### config.mk
export PLATFORM = sky130hd
export DESIGN_NAME = inst_fetch
export DESIGN_NICKNAME = d
export VERILOG_FILES = /design/src/rtl/inst_fetch_pkg.sv /design/src/rtl/inst_fetch_buf.sv /design/src/rtl/inst_fetch.sv
export SDC_FILE = /design/constraint.sdc
export NUM_CORES = 1
export LEC_CHECK = 0
export ABC_AREA = 1
export BUFFER_PORTS_ARGS = -buffer_cell sky130_fd_sc_hd__buf_4
export CAP_MARGIN = 0
export CORE_ASPECT_RATIO = 2
export CORE_UTILIZATION = 45
export CTS_CLUSTER_DIAMETER = 40
export DETAILED_ROUTE_END_ITERATION = 16
export HOLD_SLACK_MARGIN = 0.1
export PLACE_DENSITY = 0.69
export SYNTH_ARGS = -nofsm -noshare
export SYNTH_HDL_FRONTEND = slang
export SYNTH_SLANG_ARGS = --single-unit
### constraint.sdc
create_clock -name clk -period 3.6 [get_ports clk]
set_clock_uncertainty 0.1 [all_clocks]
set_input_delay 0.18 -clock clk [delete_from_list [all_inputs] [get_ports clk]]
set_output_delay 0.18 -clock clk [all_outputs]
set_load 0.05 [all_outputs]
### src/rtl/inst_fetch_pkg.sv
// Shared definitions for the instruction fetch unit: widths, buffer depth,
// PC increment and the fetch FSM encoding.
package inst_fetch_pkg;

    localparam int XLEN            = 32;
    localparam int FETCH_BUF_DEPTH = 2;
    localparam logic [XLEN-1:0] PC_STEP = 32'd4;

    typedef enum logic [1:0] {
        ST_IDLE  = 2'd0,
        ST_FETCH = 2'd1,
        ST_WAIT  = 2'd2
    } fetch_state_t;

    function automatic logic [XLEN-1:0] word_align(input logic [XLEN-1:0] addr);
        return {addr[XLEN-1:2], 2'b00};
    endfunction

endpackage

### src/rtl/inst_fetch_buf.sv
// Two-entry instruction FIFO holding {instruction word, fetch address}.
// Flush takes priority over push and pop in the same cycle.
module fetch_buf
    import inst_fetch_pkg::*;
(
    input  logic            clk,
    input  logic            rst,
    input  logic            flush,
    input  logic            push,
    input  logic [XLEN-1:0] push_data,
    input  logic [XLEN-1:0] push_pc,
    input  logic            pop,
    output logic [XLEN-1:0] head_data,
    output logic [XLEN-1:0] head_pc,
    output logic [1:0]      count
);

    logic [XLEN-1:0] data_q [FETCH_BUF_DEPTH];
    logic [XLEN-1:0] pc_q   [FETCH_BUF_DEPTH];
    logic            rd_ptr;
    logic            wr_ptr;
    logic            do_push;
    logic            do_pop;

    assign do_pop  = pop && (count != 2'd0);
    // A push into a full buffer is only legal when the head leaves this cycle.
    assign do_push = push && ((count != 2'(FETCH_BUF_DEPTH)) || do_pop);

    always_ff @(posedge clk or negedge rst) begin
        if (!rst) begin
            rd_ptr <= 1'b0;
            wr_ptr <= 1'b0;
            count  <= 2'd0;
            for (int i = 0; i < FETCH_BUF_DEPTH; i++) begin
                data_q[i] <= '0;
                pc_q[i]   <= '0;
            end
        end else if (flush) begin
            rd_ptr <= 1'b0;
            wr_ptr <= 1'b0;
            count  <= 2'd0;
        end else begin
            if (do_push) begin
                data_q[wr_ptr] <= push_data;
                pc_q[wr_ptr]   <= push_pc;
                wr_ptr         <= ~wr_ptr;
            end
            if (do_pop) begin
                rd_ptr <= ~rd_ptr;
            end
            case ({do_push, do_pop})
                2'b10:   count <= count + 2'd1;
                2'b01:   count <= count - 2'd1;
                default: count <= count;
            endcase
        end
    end

    assign head_data = data_q[rd_ptr];
    assign head_pc   = pc_q[rd_ptr];

endmodule

### src/rtl/inst_fetch.sv
// Instruction fetch: single-outstanding memory requester feeding a 2-entry buffer,
// with redirect (pc_load) flushing the buffer and discarding in-flight responses.
//
// state    | meaning
// ST_IDLE  | one cycle after reset release, no request
// ST_FETCH | request at fetch PC while buffer has room after this cycle's pop
// ST_WAIT  | one request granted, waiting for mem_rvalid (dropped if discard set)
module inst_fetch
    import inst_fetch_pkg::*;
#(
    parameter logic [XLEN-1:0] RESET_PC = 32'h0000_0000
)
(
    input  logic            clk,
    input  logic            rst,
    input  logic            pc_load,
    input  logic [XLEN-1:0] pc_target,
    input  logic            stall,
    output logic            mem_req,
    output logic [XLEN-1:0] mem_addr,
    input  logic            mem_gnt,
    input  logic            mem_rvalid,
    input  logic [XLEN-1:0] mem_rdata,
    output logic [XLEN-1:0] rdata,
    output logic            rdata_valid,
    output logic [XLEN-1:0] rdata_pc
);

    fetch_state_t    state, state_nxt;
    logic [XLEN-1:0] fetch_pc, fetch_pc_nxt;
    logic [XLEN-1:0] req_pc, req_pc_nxt;
    logic            discard, discard_nxt;
    logic [1:0]      buf_count;
    logic [1:0]      count_after;
    logic            pop;
    logic            push;

    fetch_buf u_buf (
        .clk       (clk),
        .rst       (rst),
        .flush     (pc_load),
        .push      (push),
        .push_data (mem_rdata),
        .push_pc   (req_pc),
        .pop       (pop),
        .head_data (rdata),
        .head_pc   (rdata_pc),
        .count     (buf_count)
    );

    assign rdata_valid = (buf_count != 2'd0);
    assign pop         = rdata_valid && !stall;
    // Issue decision looks at occupancy after this cycle's pop.
    assign count_after = buf_count - {1'b0, pop};
    assign mem_addr    = fetch_pc;

    always_ff @(posedge clk or negedge rst) begin
        if (!rst) begin
            state    <= ST_IDLE;
            fetch_pc <= word_align(RESET_PC);
            req_pc   <= '0;
            discard  <= 1'b0;
        end else begin
            state    <= state_nxt;
            fetch_pc <= fetch_pc_nxt;
            req_pc   <= req_pc_nxt;
            discard  <= discard_nxt;
        end
    end

    always_comb begin
        state_nxt    = state;
        fetch_pc_nxt = fetch_pc;
        req_pc_nxt   = req_pc;
        discard_nxt  = discard;
        mem_req      = 1'b0;
        push         = 1'b0;

        case (state)
            ST_IDLE: begin
                state_nxt = ST_FETCH;
            end
            ST_FETCH: begin
                mem_req = (count_after < 2'(FETCH_BUF_DEPTH));
                if (mem_req && mem_gnt) begin
                    req_pc_nxt   = fetch_pc;
                    fetch_pc_nxt = fetch_pc + PC_STEP;
                    state_nxt    = ST_WAIT;
                    discard_nxt  = pc_load;
                end
            end
            ST_WAIT: begin
                if (mem_rvalid) begin
                    push        = !discard && !pc_load;
                    discard_nxt = 1'b0;
                    state_nxt   = ST_FETCH;
                end else if (pc_load) begin
                    discard_nxt = 1'b1;
                end
            end
            default: begin
                state_nxt = ST_IDLE;
            end
        endcase

        // Redirect overrides any increment from a same-cycle grant.
        if (pc_load) begin
            fetch_pc_nxt = word_align(pc_target);
        end
    end

endmodule

# Yosys cells after proc, flatten, opt, wreduce, memory -nomap -nowiden
# Index checks and enable logic that the tools add are counted.
[op_classes]
add_sub_neg = 4
magnitude_cmp = 4
n_eq_ne = 8
mux = 29
bitwise_logic = 5
reduce_logical = 23
[ops]
columns = ["operator", "count"]
rows = [
  ["$mux 32", 10],
  ["$bwmux 64", 2],
  ["$add 32x3->32 const B", 1],
  ["$demux 32 s1", 1],
  ["$reduce_bool 2->1", 6],
  ["$mux 1", 10],
  ["$reduce_and 2->1", 4],
  ["$logic_and 1x1->1", 6],
  ["$mux 2", 3],
  ["$ne 2x2->1 const B", 3],
  ["$pmux 2 s3", 1],
  ["$eq 2x1->1 const B", 2],
  ["$eq 2x2->1 const B", 2],
  ["$ge 2x2->1 const B", 2],
  ["$not 1->2", 2],
  ["$pmux 2 s2", 1],
  ["$logic_not 1->1", 3],
  ["$ne 3x3->1 const B", 1],
  ["$not 1->1", 3],
  ["$reduce_and 3->1", 1],
  ["$reduce_bool 3->1", 1],
  ["$add 2x1->2 const B", 1],
  ["$logic_not 2->1", 1],
  ["$lt 2x1->1 const B", 1],
  ["5 further kinds", 5],
]
[word_totals]
register_bits = 199
in_bits = 70
out_inout_bits = 98
wordCells = 84

# Logic depth before layout (Yosys ltp)
# Gate-level depths: netlist of the first run.
[depth]
word_depth = 8
ltp_mapped = 10
mapped_depth_nobuf = 10

# Hierarchy
# A second synthesis of the first run with hierarchy kept.
[hier_totals]
hier_cells = 1209
hier_area_um2 = 9888.2
[by_module_without_submodules]
columns = ["module", "n_inst", "cells_each", "area_each_um2", "seq_area_each_um2"]
rows = [
  ["fetch_buf", 1, 721, 6413.7, 3303.2],
  ["inst_fetch", 1, 488, 3474.6, 1576.5],
]

# Least setup slack after synthesis of the first run
# OpenSTA, ideal clock, no wires.
[synth_path]
kind = "register -> register"
startpoint = "register fetch_pc[3], in the netlist mem_addr[3]"
endpoint = "register fetch_pc[26], in the netlist mem_addr[26]"
setup_ps = 116
t_arrival_ps = 1737
required_ps = 3384
slack_ps = 1647
stages_incl_launch_ff = 11
path_buffers = 0
period_less_slack_ps = 1953
cell_sequence = "dfrtp_1 -> ha_1 -> nand2_1 -> nor2_1 -> nand2_1 -> nor2_2 -> nand3_1 -> nand2_1 -> inv_1 -> nand2_1 -> nand2_1"
[synth_via]
elab_chain_cells = 4
[synth_lines]
columns = ["item", "line", "rtl"]
rows = [
  ["start: declaration", "inst_fetch.sv:30", "logic [XLEN-1:0] fetch_pc, fetch_pc_nxt;"],
  ["start signal: assignment", "inst_fetch.sv:60", "fetch_pc <= word_align(RESET_PC);"],
  ["start signal: assignment", "inst_fetch.sv:65", "fetch_pc <= fetch_pc_nxt;"],
  ["$add 32x3->32", "inst_fetch.sv:87", "fetch_pc_nxt = fetch_pc + PC_STEP;"],
  ["$mux 32", "inst_fetch.sv:85", "if (mem_req && mem_gnt) begin"],
  ["$mux 32", "inst_fetch.sv:79", "case (state)"],
  ["$mux 32", "inst_fetch.sv:107", "if (pc_load) begin"],
]
# No other way between the ends. The select of a mux whose other input is x is not followed.
# A chain may end at the register's enable or synchronous reset.

# Worst setup path after layout of the first run
[layout_path]
startpoint = "register u_buf.rd_ptr"
endpoint = "output port rdata_pc[23]"
[layout_via]
elab_chain_cells = 4
[layout_lines]
columns = ["item", "line", "rtl"]
rows = [
  ["start: declaration", "inst_fetch_buf.sv:20", "logic rd_ptr;"],
  ["start signal: assignment", "inst_fetch_buf.sv:49", "rd_ptr <= ~rd_ptr;"],
  ["$not 1->2 (implied by the code)", "inst_fetch_buf.sv:60", "assign head_pc = pc_q[rd_ptr];"],
  ["$mux 32 (implied by the code) (3 in series)", "inst_fetch_buf.sv:60", ""],
  ["end: declaration", "inst_fetch.sv:26", "output logic [XLEN-1:0] rdata_pc"],
]
# No other way between the ends. The select of a mux whose other input is x is not followed.

==> results of run 1 <==
[worst max-delay path, stage by stage, from the launching register on]
cell,delay (ns)
dfrtp_2,0.41
inv_2,0.31
buf_4,0.54
nand2_1,0.10
nand2_1,0.14
buf_4,0.22
[cell type report]
type	instances	area [um2]
Clock buffer	18	439
Clock inverter	14	165
Fill cell	1814	8130
Inverter	129	484
Multi-Input combinational cell	813	3490
Sequential cell	191	4780
Tap cell	262	328
Timing Repair Buffer	240	2000
[registers in the layout (all words and copies together) (netlist names)]
signal	flops
u_buf.rd_ptr	1
state	2
u_buf.count	2
u_buf.wr_ptr	1
mem_addr	30
discard	1
req_pc	30
u_buf.data_q	64
u_buf.pc_q	60
[routing by layer]
metal | global-route usage, % | up-vias | routed length (um)
met1 | 26.2 | 3693 | 9180
met5 | 0 | - | 0
met4 | 11.0 | 0 | 840
met3 | 3.22 | 38 | 624
met2 | 40.4 | 174 | 11900
li1 | - | 4068 | -
[path summary, 6_finish.rpt]
kind,cells after the start,from,to,slack (ns)
max,5,u_buf.rd_ptr$_DFFE_PN0P_,rdata_pc[23],1.19
min,3,pc_load,mem_addr[7]$_DFFE_PN0P_,0.11
max reg2reg,6,u_buf.count[0]$_DFFE_PN0P_,mem_addr[5]$_DFFE_PN0P_,1.40
min reg2reg,1,state[0]$_DFFE_PN0P_,state[0]$_DFFE_PN0P_,0.37
max in group asynchronous,3,rst,u_buf.data_q[5]$_DFFE_PN0P_,2.23
min in group asynchronous,2,rst,u_buf.data_q[39]$_DFFE_PN0P_,0.24
[layout by cell type (no fill, tap or decap)]
master	n
clkinv_2	5
clkinv_4	3
o21ai_0	133
o21ai_2	4
bufinv_16	3
clkbuf_8	2
ha_1	1
nor2_2	2
nor3_1	1
buf_4	169
buf_12	2
nand2_1	513
dlygate4sd3_1	68
xnor2_1	2
nand3_4	1
nand3_2	3
nand3_1	27
o211ai_1	6
inv_2	2
or2_4	1
inv_1	127
clkinvlp_4	2
nor2_1	48
dfrtp_2	1
inv_6	1
o21ai_1	47
dfrtp_1	190
conb_1	4
xor2_1	11
nand4_1	3
clkbuf_16	17
a21oi_1	6
[cell families (layout without fill, tap and decap cells)]
logic type      count (synthesis)  count (layout)
other cells                     1               4
flops                         191             191
buf+inv                       188             401
simple gates                  599             599
fa+ha+maj                       1               1
xor+xnor                       13              13
compound gates                196             196
[stage by stage]
stage          area (um2)  total power [mW]  std cells  worst slack [ns]  util [%]
4_1_cts             11700              8.79       1667              1.13      59.0
3_5_place_dp        10400              6.78       1567              1.38      52.5
6_report            11700              8.71       1667              1.19      59.0
5_1_grt             11700              9.26       1667              1.03      59.0
3_3_place_gp        10400              6.72       1567              1.39      52.5
2_1_floorplan        9050              5.66       1192              1.65         -
[where the power goes]
part,internal (mW),switching [mW]
Combinational,1.11,2.54
Clock,1.11,0.816
Sequential,2.74,0.393
==> impl_summary.md, run 1 <==
Yosys
After synthesis, the mean cell area works out to about 7.6 um2. After synthesis, the share of cell area in mux cells is 0%. During synthesis, Yosys emitted a total of 0 warnings.

Ranked by instance count, the synthesized netlist is headed by nand2_1 (513), dfrtp_1 (191), o21ai_0 (133). Sorting the synthesized cells by area gives the leading types as dfrtp_1 (53%), nand2_1 (21%), o21ai_0 (7.4%), inv_1 (5.3%), o21ai_1 (2.6%). Synthesis produced ~1200 cells. In this run the biggest area consumer among cell types represents a little over half of the synthesized area. After Yosys synthesis, XOR and XNOR cells account for ~1.3% of the synthesized area. For this run, asynchronously set or reset flops after synthesis account for between 90% and 100%.

In this run, synthesis inferred 0 flip-flops with an integrated enable. Counting distinct cell types in the post-synthesis netlist gives 26. Summed over all instances, the cell type with the most area after synthesis is dfrtp_1.

Summing the areas of all compound-gate instances in the mapped netlist gives between 10% and 20% of the synthesized area. The simple-gate share of the synthesized area is between 20% and 30%. The summed instance area of the synthesized netlist is approximately 9000 um2. After Yosys synthesis, full adders, half adders and majority gates account for less than 1% of the synthesized area. The most used flip-flop cell after synthesis is dfrtp_1. The number of flip-flops and latches in the synthesized netlist is between 150 and 200. Yosys instantiated no cell more often than nand2_1. The dominant combinational cell family by area after synthesis is simple AND/OR/NAND/NOR gates. The sequential area share after synthesis is a little over half.

Die
The core area is between 15000 and 20000 um2. The die footprint is about 21000 um2. 168 I/O pins were placed. The die extent in x is between 100 and 150 um. For this configuration, the core starts out at a cell density of a little under half. The number of placement rows is 73.

In this run the vertical extent of the chip is roughly 200 um.

Outcome
The flow ran to the end, and the final reports show no timing, DRC or antenna violations.

Global routing
Entering global routing, the biggest net connects 84 pins. The via count of the first global-routing pass is around 7700. The remaining global-route overflow is 0. The first-pass GRT wire length is between 30000 and 40000 um. The global router's overall resource usage is 22.8%. The initial antenna violation count is 0.

Pwr
In this run the static leakage power is 6.10 nW. The maximum ir drop on the vdd rail is approximately 0.00036 V. The power density normalized to cell area is 745 nW/um2.

Timing
The number of slew-limit violations in the final report came to 0. The normalized max-slew margin is about two fifths. Setup repair after global routing left no endpoint under its margin. The final critical-path share of the clock period is about two thirds. The final setup violation count is 0. The number of hold-slack violations in the final timing report was 0.

Static timing analysis puts the maximum clock frequency at 415 MHz. Setup total negative slack on the finished layout was measured at 0 ns. The worst hold-check slack is ~0.11 ns.

The minimum period implied by the final worst setup slack is between 2 and 2.5 ns. For the pin with the worst max-slew slack, the measured transition is roughly 0.9 ns.

Clock tree
In this run, CTS created clock tree buffers numbering 17. The number of buffers inserted to repair setup after CTS is 0. The clock tree synthesis step divided the H-tree into 4 levels.

CTS saw 191 sinks. The hold-fix buffer count after cts is just under 70. The clock latency at the later pin of the worst-skew pair is roughly 0.42 ns.

TritonCTS built the clock tree. The number of gates given a new drive strength after cts is 0. Clock-pin slew was measured on the worst setup and hold paths at 0.07 ns. CTS placed an instance of clkbuf_16 at the clock tree root. The longest clock path from root to sink contains 2 buffers.

Final layout
0 antenna diodes ended up in the layout. The layout overhead on the synthesized area is 29.3%. The net count reported at finish is 1463. The fraction of layout instances using a drive strength above 1 is ~16%.

Place
During placement, the flow inserted port buffers numbering about 160. Detailed placement finished with a half-perimeter wire length of roughly 15000 um. At the end of routability-driven placement, the weighted congestion stood at 0.941.

Min path
The worst hold path belongs to the class primary input to register.

Flow run
Across the run, the number of max-cap violations was 0.

Route
The total number of vias is roughly 8000. Summed over all layers, the routed wires come to 22500 um. Once detail routing completed, the nets flagged for antenna violations numbered 0. In this run, the number of DRC markers left after iteration 0 of detailed routing was ~410. The number of iterations in the first detailed-routing pass is 5. The mean routed wirelength per cell is 13.5 um.

The number of remaining DRC errors is 0. After detailed routing, the number of vias per cell comes to 4.78.

Worst setup path
The worst setup path is launched from a register. The worst setup path is captured at an output port. The category of the most critical setup path is register to output port. The maximum fanout along the worst path is between 40 and 50. Data on the critical path arrives at its endpoint at approximately 2.1 ns. Data on the critical path is required at its endpoint by ~3.3 ns.
No activity file was read; power rests on OpenSTA's default activity.
==> run 2: changes to the inputs <==
--- a/config.mk
+++ b/config.mk
@@ -13,7 +13,7 @@
 export CTS_CLUSTER_DIAMETER = 40
 export DETAILED_ROUTE_END_ITERATION = 16
 export HOLD_SLACK_MARGIN = 0.1
-export PLACE_DENSITY = 0.69
+export PLACE_DENSITY = 0.71
 export SYNTH_ARGS = -nofsm -noshare
 export SYNTH_HDL_FRONTEND = slang
 export SYNTH_SLANG_ARGS = --single-unit
==> constraint.sdc (replaced) <==
create_clock -name clk -period 1.95 [get_ports clk]
set_clock_uncertainty 0.1 [all_clocks]
set_input_delay 0.0975 -clock clk [delete_from_list [all_inputs] [get_ports clk]]
set_output_delay 0.0975 -clock clk [all_outputs]
set_load 0.05 [all_outputs]
==> impl_summary.md, run 2 (same netlist as run 1, synthesis figures left out) <==
Clock tree
The hold-fix buffer count after cts is 73 (+7.4%). TritonCTS built the clock tree. The number of H-tree branching levels is 4 (unchanged).

The number of gates given a new drive strength after cts was 0 (unchanged). The clock-pin transition on the worst setup and hold timing paths is 0.07 ns (about the same). The clock latency at the later pin of the worst-skew pair came to 0.43 ns (about the same). The number of buffers inserted to repair setup after CTS came to 0 (unchanged).

The number of sinks handled by clock tree synthesis is 191 (unchanged). The worst-case clock buffer depth is 2 (unchanged). The cell at the root of the clock tree is clkbuf_16.

The CTS buffer count is 17 (unchanged).

Route
The number of remaining DRC errors is 0 (unchanged). The wire length reported by the detailed router came to 22700 um (+0.75%). The mean routed wirelength per cell is 13.5 um (-0.14%).

The detailed-route vias per instance is 4.78 (-0.15%). The violation count after the first detailed-route iteration came to 411 (+0.74%). The remaining antenna violation count is 0 (unchanged).

The number of iterations in the first detailed-routing pass is 5 (unchanged). The total number of vias is 8033 (+0.75%).

Worst setup path
The maximum fanout along the worst path is 24 (-45%). The critical path in this run is classified as register to output port. The worst setup path is launched from a register. The slowest cell on the critical path is dfrtp_2. The critical path arrival is 1.60 ns (-0.53 ns).

Walking the worst path, the cells encountered are inv_2 > buf_4 > nand2_1 > nand2_1 > buf_4. The required time at the worst-slack endpoint is 1.75 ns (-1.57 ns). The critical path capture point type is an output port. The maximum cell stage delay along the critical path is 0.43 ns (-0.11 ns).

Outcome
The run finished with clean final reports.

Final layout
The net count reported at finish came to 1478 (+1.0%). Compared with the post-synthesis result, the final layout area differs by 31.4%. The area of all placed cells without fillers is 11900 um2 (+1.6%). The area used by multi-input combinational logic is 3490 um2 (unchanged). The most common cell after layout, fill and taps aside is nand2_1.

The flip-flop count of the largest register, all copies and words added is 64 (unchanged). Ranked by flip-flop count, first place goes to u_buf.data_q. The final standard cell utilization of the core is 59.9% (+0.96 points). The final-layout fill cell count is 1813 (-0.055%).

The antenna diode instance count is 0 (unchanged). The final non-filler cell total came to 1682 (+0.90%). The library cells used most frequently in the layout, excluding fill and tap cells, are nand2_1 (513), dfrtp_1 (189), buf_4 (171). The area taken by flip-flops and latches is 4780 um2 (about the same). The largest registers in the layout are u_buf.data_q (64), u_buf.pc_q (60). The fraction of layout instances using a drive strength above 1 is 16.1% (+0.54 points).

Die
The die footprint is 20700 um2 (unchanged). The height of the die is 202 um (unchanged). The die extent in x is 102 um (unchanged). The initial core utilization is 45.6% (unchanged). The number of ports placed on the die boundary is 168 (unchanged). The number of placement rows was 73 (unchanged). The core area is 19800 um2 (unchanged).

Global routing
The via count of the first global-routing pass is 8009 (+4.7%). The first-pass GRT wire length is 37400 um (+2.3%). The remaining global-route overflow is 0 (unchanged). The pin count of the biggest net entering global routing is 125 (+49%). The global router's overall resource usage came to 23.3% (+0.50 points). The initial antenna violation count is 0 (unchanged).

Pwr
The standby leakage power is 6.18 nW (+1.3%). The share of total power in the clock network is 20.9% (-1.2 points). The switching power total is 6.99 mW (+86%). The power density normalized to cell area is 1350 nW/um2 (+81%). The fraction of power spent switching nets is 43.6% (+0.57 points). The portion of total power attributed to sequential cells came to 36.0% (about the same).

The design internal power was 9.03 mW (+82%). The maximum ir drop on the vdd rail was 0.000677 V (+90%). The logic gate share of total power was 43.0% (+1.1 points).

The final total power is 16.0 mW (+84%).

Place
The quantity of I/O buffers inserted on ports is 161 (unchanged). The post-placement worst setup slack is 0.180 ns (-1.20 ns). The routability congestion estimate from global placement is 0.952 (+1.2%). The cell total after placement is 1577 (+0.64%).

The HPWL after detailed placement is 15000 um (+0.60%). The total cell area at the placement stage was 10600 um2 (+1.7%).

Timing
The aggregate negative setup slack is 0 ns (unchanged). The worst hold-check slack is 0.109 ns (-0.00450 ns). The number of hold-slack violations in the final timing report was 0 (unchanged). Timing would allow up to between 500 and 600 MHz. Setup repair after global routing left no endpoint under its margin. The minimum period implied by the final worst setup slack is around 1.8 ns. The normalized max-slew margin is 66.3% (+26 points). Dividing the final minimum period by the clock period gives 92.3%. The post-route worst setup slack is 0.150 ns (-1.04 ns).

The worst-margin pin slew came to 0.505 ns (-0.394 ns). The final setup violation count was 0 (unchanged). The number of slew-limit violations in the final report is 0 (unchanged).

Flow run
The number of maximum-capacitance constraint violations came to 0 (unchanged).

Min path
The type of the worst min-delay path is primary input to async pin.
==> run 2: changes by cell type in the layout (fill, tap and decap cells not counted), moves of 2 or more <==
cell,previous run,this run
buf_12,2,10
dlygate4sd3_1,68,73
buf_4,169,171
bufinv_16,3,1
clkinv_2,5,3
==> run 2: final cells by class <==
cell class	count	share of cell area (%)
well taps	262	2.76
repair buffers	255	18.8
clock buffers	20	3.85
inverters	129	4.08
clock inverters	12	0.938
multi-input cells	813	29.4
flip-flops and latches	191	40.3
==> run 2: path summary, 6_finish.rpt <==
kind                                             from                      endpoint  slack (ns)  cells after the start
min                                               rst  u_buf.data_q[39]$_DFFE_PN0P_        0.11                      2
min reg2reg                u_buf.pc_q[41]$_DFFE_PN0P_    u_buf.pc_q[41]$_DFFE_PN0P_        0.38                      2
max                          u_buf.rd_ptr$_DFFE_PN0P_                     rdata[17]        0.15                      5
max reg2reg                   mem_addr[2]$_DFFE_PN0P_      mem_addr[16]$_DFFE_PN0P_        0.17                      7
min in group clk                         pc_target[8]       mem_addr[8]$_DFFE_PN0P_        0.34                      4
max in group asynchronous                         rst      u_buf.rd_ptr$_DFFE_PN0P_        0.89                      3
==> run 2: worst max-delay path: cells and delay by family (launching register included) <==
kind / cells / cell delay [ns]
flops: 1 / 0.43
simple gates: 2 / 0.18
buf+inv: 3 / 0.56
==> run 2: metal layers <==
metal	up-vias	global-route usage (%)	part of all wire, %
met5	-	0	0
met4	0	10.9	3.5
met3	38	2.87	2.9
met2	176	42.1	53
met1	3721	26.5	41
li1	4098	-	-
==> run 2: power groups by stage <==
stage / registers, mW / logic (mW) / clock network [mW]
6_report: 5.77 / 6.89 / 3.35
5_1_grt: 5.91 / 7.54 / 3.59
4_1_cts: 5.76 / 6.95 / 3.44
3_5_place_dp: 5.83 / 6.80 / 0
3_3_place_gp: 5.80 / 6.68 / 0
2_1_floorplan: 6.14 / 4.31 / 0
